### src/rtl/load_store_unit_pkg.sv
// Shared definitions for the load/store unit: size and state encodings and
// the lane-mask helper used by the store merge path.
package lsu_defs;

  typedef enum logic [1:0] {
    SZ_BYTE = 2'b00,
    SZ_HALF = 2'b01,
    SZ_WORD = 2'b10,
    SZ_RSVD = 2'b11
  } size_e;

  typedef enum logic [1:0] {
    ST_IDLE  = 2'b00,
    ST_READ  = 2'b01,
    ST_WRITE = 2'b10,
    ST_RESP  = 2'b11
  } state_e;

  // Bits of the memory word touched by an access of the given size/offset.
  function automatic logic [31:0] lane_mask(size_e sz, logic [1:0] off);
    case (sz)
      SZ_BYTE: lane_mask = 32'h0000_00FF << {off, 3'b000};
      SZ_HALF: lane_mask = 32'h0000_FFFF << {off[1], 4'b0000};
      default: lane_mask = 32'hFFFF_FFFF;
    endcase
  endfunction

  function automatic logic misaligned(logic [1:0] sz, logic [1:0] off);
    case (sz)
      SZ_HALF: misaligned = off[0];
      SZ_WORD: misaligned = |off;
      default: misaligned = 1'b0;
    endcase
  endfunction

endpackage

### src/rtl/load_store_unit_if.sv
// CPU-side request/response and memory-side signals of the load/store unit.
interface load_store_unit_if;
  logic        req_valid;
  logic        req_ready;
  logic        req_write;
  logic [1:0]  req_size;
  logic        req_signed;
  logic [31:0] req_addr;
  logic [31:0] req_wdata;
  logic        resp_valid;
  logic [31:0] resp_rdata;
  logic        resp_err;
  logic [31:0] mem_addr;
  logic        mem_write;
  logic [31:0] mem_wdata;
  logic [31:0] mem_rdata;

  modport slave (
    input  req_valid, req_write, req_size, req_signed, req_addr, req_wdata, mem_rdata,
    output req_ready, resp_valid, resp_rdata, resp_err, mem_addr, mem_write, mem_wdata
  );

  modport master (
    output req_valid, req_write, req_size, req_signed, req_addr, req_wdata, mem_rdata,
    input  req_ready, resp_valid, resp_rdata, resp_err, mem_addr, mem_write, mem_wdata
  );
endinterface

### src/rtl/load_store_unit_lane_align.sv
// Combinational lane handling: load extract/extend and sub-word store merge
// into the word read back from memory.
module lsu_lane_align
  import lsu_defs::*;
(
  input  logic [1:0]  i_offset,
  input  size_e       i_size,
  input  logic        i_signed,
  input  logic [31:0] i_rdata,
  input  logic [31:0] i_wdata,
  output logic [31:0] o_load,
  output logic [31:0] o_merged
);
  logic [7:0]  w_byte;
  logic [15:0] w_half;
  logic [31:0] w_mask;

  assign w_byte = i_rdata[{i_offset, 3'b000} +: 8];
  assign w_half = i_offset[1] ? i_rdata[31:16] : i_rdata[15:0];
  assign w_mask = lane_mask(i_size, i_offset);

  always_comb begin
    case (i_size)
      SZ_BYTE: o_load = {{24{i_signed & w_byte[7]}}, w_byte};
      SZ_HALF: o_load = {{16{i_signed & w_half[15]}}, w_half};
      default: o_load = i_rdata;
    endcase
  end

  assign o_merged = (i_rdata & ~w_mask) | ((i_wdata << {i_offset, 3'b000}) & w_mask);

endmodule

### src/rtl/load_store_unit.sv
// Load/store unit: request latch, IDLE/READ/WRITE/RESP sequencer and
// registered response, driving a word-wide async-read memory.
module load_store_unit
  import lsu_defs::*;
#(
  parameter int ADDR_BITS = 8
) (
  input  logic             clk,
  input  logic             reset,
  load_store_unit_if.slave bus
);
  state_e      r_state;
  logic        r_write;
  size_e       r_size;
  logic        r_signed;
  logic [31:0] r_addr;
  logic [31:0] r_wdata;
  logic [31:0] r_merged;
  logic        r_mem_write;
  logic        r_resp_valid;
  logic [31:0] r_rdata;
  logic        r_err;

  logic        w_req_err;
  logic [31:0] w_load;
  logic [31:0] w_merged;

  assign w_req_err = (bus.req_size == SZ_RSVD)
                   | misaligned(bus.req_size, bus.req_addr[1:0])
                   | (|(bus.req_addr >> (ADDR_BITS + 2)));

  lsu_lane_align u_align (
    .i_offset (r_addr[1:0]),
    .i_size   (r_size),
    .i_signed (r_signed),
    .i_rdata  (bus.mem_rdata),
    .i_wdata  (r_wdata),
    .o_load   (w_load),
    .o_merged (w_merged)
  );

  always_ff @(posedge clk) begin
    if (reset) begin
      r_state      <= ST_IDLE;
      r_write      <= 1'b0;
      r_size       <= SZ_BYTE;
      r_signed     <= 1'b0;
      r_addr       <= '0;
      r_wdata      <= '0;
      r_merged     <= '0;
      r_mem_write  <= 1'b0;
      r_resp_valid <= 1'b0;
      r_rdata      <= '0;
      r_err        <= 1'b0;
    end else begin
      case (r_state)
        ST_IDLE: begin
          if (bus.req_valid) begin
            r_write  <= bus.req_write;
            r_size   <= size_e'(bus.req_size);
            r_signed <= bus.req_signed;
            r_addr   <= bus.req_addr;
            r_wdata  <= bus.req_wdata;
            if (w_req_err) begin
              r_err        <= 1'b1;
              r_rdata      <= '0;
              r_resp_valid <= 1'b1;
              r_state      <= ST_RESP;
            end else if (bus.req_write && bus.req_size == SZ_WORD) begin
              r_merged    <= bus.req_wdata;
              r_mem_write <= 1'b1;
              r_state     <= ST_WRITE;
            end else begin
              r_state <= ST_READ;
            end
          end
        end
        ST_READ: begin
          if (r_write) begin
            r_merged    <= w_merged;
            r_mem_write <= 1'b1;
            r_state     <= ST_WRITE;
          end else begin
            r_rdata      <= w_load;
            r_err        <= 1'b0;
            r_resp_valid <= 1'b1;
            r_state      <= ST_RESP;
          end
        end
        ST_WRITE: begin
          r_mem_write  <= 1'b0;
          r_rdata      <= '0;
          r_err        <= 1'b0;
          r_resp_valid <= 1'b1;
          r_state      <= ST_RESP;
        end
        ST_RESP: begin
          r_resp_valid <= 1'b0;
          r_state      <= ST_IDLE;
        end
        default: r_state <= ST_IDLE;
      endcase
    end
  end

  assign bus.req_ready  = (r_state == ST_IDLE);
  assign bus.resp_valid = r_resp_valid;
  assign bus.resp_rdata = r_rdata;
  assign bus.resp_err   = r_err;
  assign bus.mem_addr   = {2'b00, r_addr[31:2]};
  // Gate with reset so a reset landing in WRITE cannot commit at that edge.
  assign bus.mem_write  = r_mem_write & ~reset;
  assign bus.mem_wdata  = r_merged;

endmodule

### src/flat_wrapper.sv
// flat-port wrapper written by rule: the top's interface ports become plain ports
module load_store_unit_flat import lsu_defs::*;
#(
  parameter int ADDR_BITS = 8
)
  (clk, reset, bus_req_valid, bus_req_write, bus_req_size, bus_req_signed, bus_req_addr, bus_req_wdata, bus_mem_rdata, bus_req_ready, bus_resp_valid, bus_resp_rdata, bus_resp_err, bus_mem_addr, bus_mem_write, bus_mem_wdata);
  load_store_unit_if bus_i ();
  input  logic clk;
  input  logic reset;
  input wire logic [$bits(bus_i.req_valid)-1:0] bus_req_valid;
  input wire logic [$bits(bus_i.req_write)-1:0] bus_req_write;
  input wire logic [$bits(bus_i.req_size)-1:0] bus_req_size;
  input wire logic [$bits(bus_i.req_signed)-1:0] bus_req_signed;
  input wire logic [$bits(bus_i.req_addr)-1:0] bus_req_addr;
  input wire logic [$bits(bus_i.req_wdata)-1:0] bus_req_wdata;
  input wire logic [$bits(bus_i.mem_rdata)-1:0] bus_mem_rdata;
  output wire logic [$bits(bus_i.req_ready)-1:0] bus_req_ready;
  output wire logic [$bits(bus_i.resp_valid)-1:0] bus_resp_valid;
  output wire logic [$bits(bus_i.resp_rdata)-1:0] bus_resp_rdata;
  output wire logic [$bits(bus_i.resp_err)-1:0] bus_resp_err;
  output wire logic [$bits(bus_i.mem_addr)-1:0] bus_mem_addr;
  output wire logic [$bits(bus_i.mem_write)-1:0] bus_mem_write;
  output wire logic [$bits(bus_i.mem_wdata)-1:0] bus_mem_wdata;
  assign bus_i.req_valid = bus_req_valid;
  assign bus_i.req_write = bus_req_write;
  assign bus_i.req_size = bus_req_size;
  assign bus_i.req_signed = bus_req_signed;
  assign bus_i.req_addr = bus_req_addr;
  assign bus_i.req_wdata = bus_req_wdata;
  assign bus_i.mem_rdata = bus_mem_rdata;
  assign bus_req_ready = bus_i.req_ready;
  assign bus_resp_valid = bus_i.resp_valid;
  assign bus_resp_rdata = bus_i.resp_rdata;
  assign bus_resp_err = bus_i.resp_err;
  assign bus_mem_addr = bus_i.mem_addr;
  assign bus_mem_write = bus_i.mem_write;
  assign bus_mem_wdata = bus_i.mem_wdata;
  load_store_unit #(.ADDR_BITS(ADDR_BITS)) u_core (.clk(clk), .reset(reset), .bus(bus_i));
endmodule
### config.mk
export PLATFORM = sky130hd
export DESIGN_NAME = load_store_unit_flat
export DESIGN_NICKNAME = d
export VERILOG_FILES = /design/src/rtl/load_store_unit_pkg.sv /design/src/rtl/load_store_unit_if.sv /design/src/rtl/load_store_unit_lane_align.sv /design/src/rtl/load_store_unit.sv /design/src/flat_wrapper.sv
export SDC_FILE = /design/constraint.sdc
export NUM_CORES = 1
export LEC_CHECK = 0
export CAP_MARGIN = 30
export CORE_MARGIN = 2
export CORE_UTILIZATION = 50
export DETAILED_ROUTE_END_ITERATION = 16
export GPL_ROUTABILITY_DRIVEN = 0
export PLACE_DENSITY = 0.82
export SLEW_MARGIN = 20
export SYNTH_ARGS = -nofsm -noshare
export SYNTH_HDL_FRONTEND = slang
export SYNTH_SLANG_ARGS = --single-unit
### constraint.sdc
create_clock -name clk -period 4.2 [get_ports clk]
set_clock_uncertainty 0.2 [all_clocks]
set_input_delay 0.84 -clock clk [delete_from_list [all_inputs] [get_ports clk]]
set_output_delay 0.84 -clock clk [all_outputs]
set_load 0.1 [all_outputs]
==> qor.csv <==
metric;value;unit
CTS root buf;clkbuf_16;
Peak Freq;325;MHz
Hold Path Class;reg2reg;
via density per instance;6.12;
PostCTS Resize Cnt;0;
post-synthesis async set-or-reset flop share;0;%
fill cell count;1158;
Residual DRC;0;
Critical Path AT;3260;ps
layout overhead on the synthesized area;32.3;%
Die Wd;125;um
Final Util;67.4;%
grt ovf;0;
Pre-antenna DRT Iters;6;
Syn Inst Count;881;
input/output buffers;200;
Clock Path Buffers;2;
Netlist cell types;63;
Avg Cell Area, Syn;8.34;um2
worst skew pair latency;430;ps
Yosys reg bits;137;
Post-CTS Setup Bufs;0;
max-cap viol count;0;
Row Count;44;
Fin. Hold Viols;0;
setup TNS;0;ps
PD cells;592;nW/um2
CP required;4380;ps
Final Slew Violations;0;
TritonCTS clock tree;built;
yosys warns;0;
antenna violations before repair;0;
global-route wire length before repair;36500;um
pre-CTS setup slack;725;ps
wire per inst;19.4;um
Worst path slowest cell;clkdlybuf4s50_1;
Hold Path Depth;2;
initial core utilization;50.9;%
Max IR drop VDD;0.000491;V
crit-path max FO;18;
Hold WS;252;ps
final setup fails;0;
Antenna Violating Nets Remaining;0;
crit-path cells;clkdlybuf4s50_1 > inv_1 > ha_1 > o21ai_0 > a21o_1 > nand4_2 > buf_4 > a221oi_1 > a31o_2;
commonest non-fill, non-tap cell in the layout;clkdlybuf4s50_1;
htree depth;4;
die area;15700;um2
reg2reg path depth;7;
worst slew pin tran;1010;ps
Core Area;14400;um2
total track usage;29.1;%
via count;7327;
vias in the first global route;6939;
Post-synth top flop;dfxtp_1;
Post-Place Cells;1166;
RSZ-0062 raised after global routing;false;
max_slew headroom;32.5;%
largest net degree at the start of global routing;69;
non-filler cells, final;1198;
share of layout cells above drive strength 1;9.57;%
number of flops mapped to enable cells by yosys;0;
final period utilization;73.3;%
cell area after synthesis;7340;um2
Final Power;5.76;mW
sequential share of the synthesized area;37.3;%
critical path's largest stage delay;540;ps
DP Wirelength;16000;um
hold buffer count at cts;0;
Nets;1112;
Critical Path Sink Type;flip-flop;
final WL;23300;um
most frequent cells in the layout;197 x clkdlybuf4s50_1, 168 x nand2_1, 136 x dfxtp_1;
startpoint types;input pin;
final worst setup slack;1120;ps
run status;complete, no violations;
Final Instance Area;9720;um2
initial DRC count;771;
antenna cells;0;
TritonCTS buffer count;17;
number of clock sinks;137;
crit path time final;3080;ps
I/O pins;203;
die height;125;um
area of placed instances;9090;um2
Clock transition at path regs;60;ps
Setup CP Type;in2reg;
Lkg Pwr;3.51;nW
==> logic make-up (layout without fill, tap and decap cells) <==
kind of cell	count (synthesis)	in the layout	share of synthesized area [%]
AOI/OAI and AO/OA	255	255	23.7
adders and majority gates	8	8	1.36
DFF	137	137	37.3
and+or+nand+nor	288	288	18.6
buffers and inverters	124	256	8.88
other	1	2	0.0511
muxes	68	68	10.1
==> Yosys cell counts (6+ instances only) <==
master / count / area share, %
a21oi_1: 74 / 5.0
buf_1: 8 / 0.41
a21o_1: 6 / 0.61
and3_1: 6 / 0.51
o21ai_0: 39 / 2.7
o2bb2ai_1: 7 / 0.83
clkbuf_1: 46 / 2.4
nand2_1: 169 / 8.6
o2111a_1: 7 / 1.1
buf_4: 35 / 3.6
ha_1: 8 / 1.4
a211oi_1: 37 / 3.8
o22ai_1: 7 / 0.60
buf_2: 20 / 1.4
mux2i_1: 40 / 5.5
a221oi_1: 16 / 1.9
nor2_1: 18 / 0.92
mux2_2: 17 / 2.6
nor3_1: 19 / 1.3
a31oi_1: 17 / 1.4
a31o_2: 8 / 0.95
inv_1: 10 / 0.51
nor2b_1: 38 / 3.2
dfxtp_1: 137 / 37
o31ai_1: 7 / 0.72
mux2_1: 9 / 1.4
nand4_1: 17 / 1.4
==> layout make-up <==
| cell class | instances | area, um2 | area share [%] |
|---|---|---|---|
| inverter | 11 | 41.3 | 0.425 |
| multi-input combinational | 621 | 3960 | 40.8 |
| clock inverter | 6 | 109 | 1.12 |
| clock buffer | 26 | 519 | 5.34 |
| timing repair buffer | 213 | 2110 | 21.7 |
| tap | 184 | 230 | 2.37 |
| sequential | 137 | 2740 | 28.2 |
==> per-layer routing <==
metal / up-vias / share of wire (%) / global-route usage, %
met1: 3413 / 39 / 36.4
met2: 450 / 46 / 47.0
met4: 0 / 4.2 / 13.3
li1: 3377 / - / -
met5: - / 0 / 0
met3: 87 / 10 / 7.92
==> worst paths after layout <==
path	slack, ps	endpoint	start
worst max-delay path	1120	u_core.bus.mem_wdata[15]$_SDFFE_PP0P_	bus_req_size[0]
worst min-delay path	250	u_core.r_addr[3]$_SDFFE_PP0P_	u_core.r_addr[3]$_SDFFE_PP0P_
worst max register to register	1420	u_core.bus.resp_rdata[24]$_SDFFE_PP0P_	u_core.r_state[0]$_SDFFE_PP0P_
worst min register to register	250	u_core.r_addr[3]$_SDFFE_PP0P_	u_core.r_addr[3]$_SDFFE_PP0P_
==> power breakdown <==
| group | leakage (nW) | internal, mW | switching (mW) |
|---|---|---|---|
| Clock | 0.311 | 1.03 | 0.562 |
| Combinational | 2.09 | 0.742 | 1.77 |
| Sequential | 1.11 | 1.49 | 0.163 |
| Total | 3.51 | 3.26 | 2.50 |
==> flip-flops by register name (all words and copies together) (netlist names) <==
register,flops
u_core.bus.mem_wdata,32
u_core.bus.resp_rdata,32
u_core.r_addr,32
u_core.r_wdata,32
u_core.r_size,2
u_core.r_state,2
u_core.bus.resp_err,1
u_core.bus.resp_valid,1
u_core.r_mem_write,1
u_core.r_signed,1
u_core.r_write,1
==> worst max-delay path: cells and delay by family <==
family | cells | cell delay (ps)
buf+inv | 3 | 940
compound gates | 4 | 950
simple gates | 1 | 300
fa+ha+maj | 1 | 230
Power figures use the tool's default switching activity.
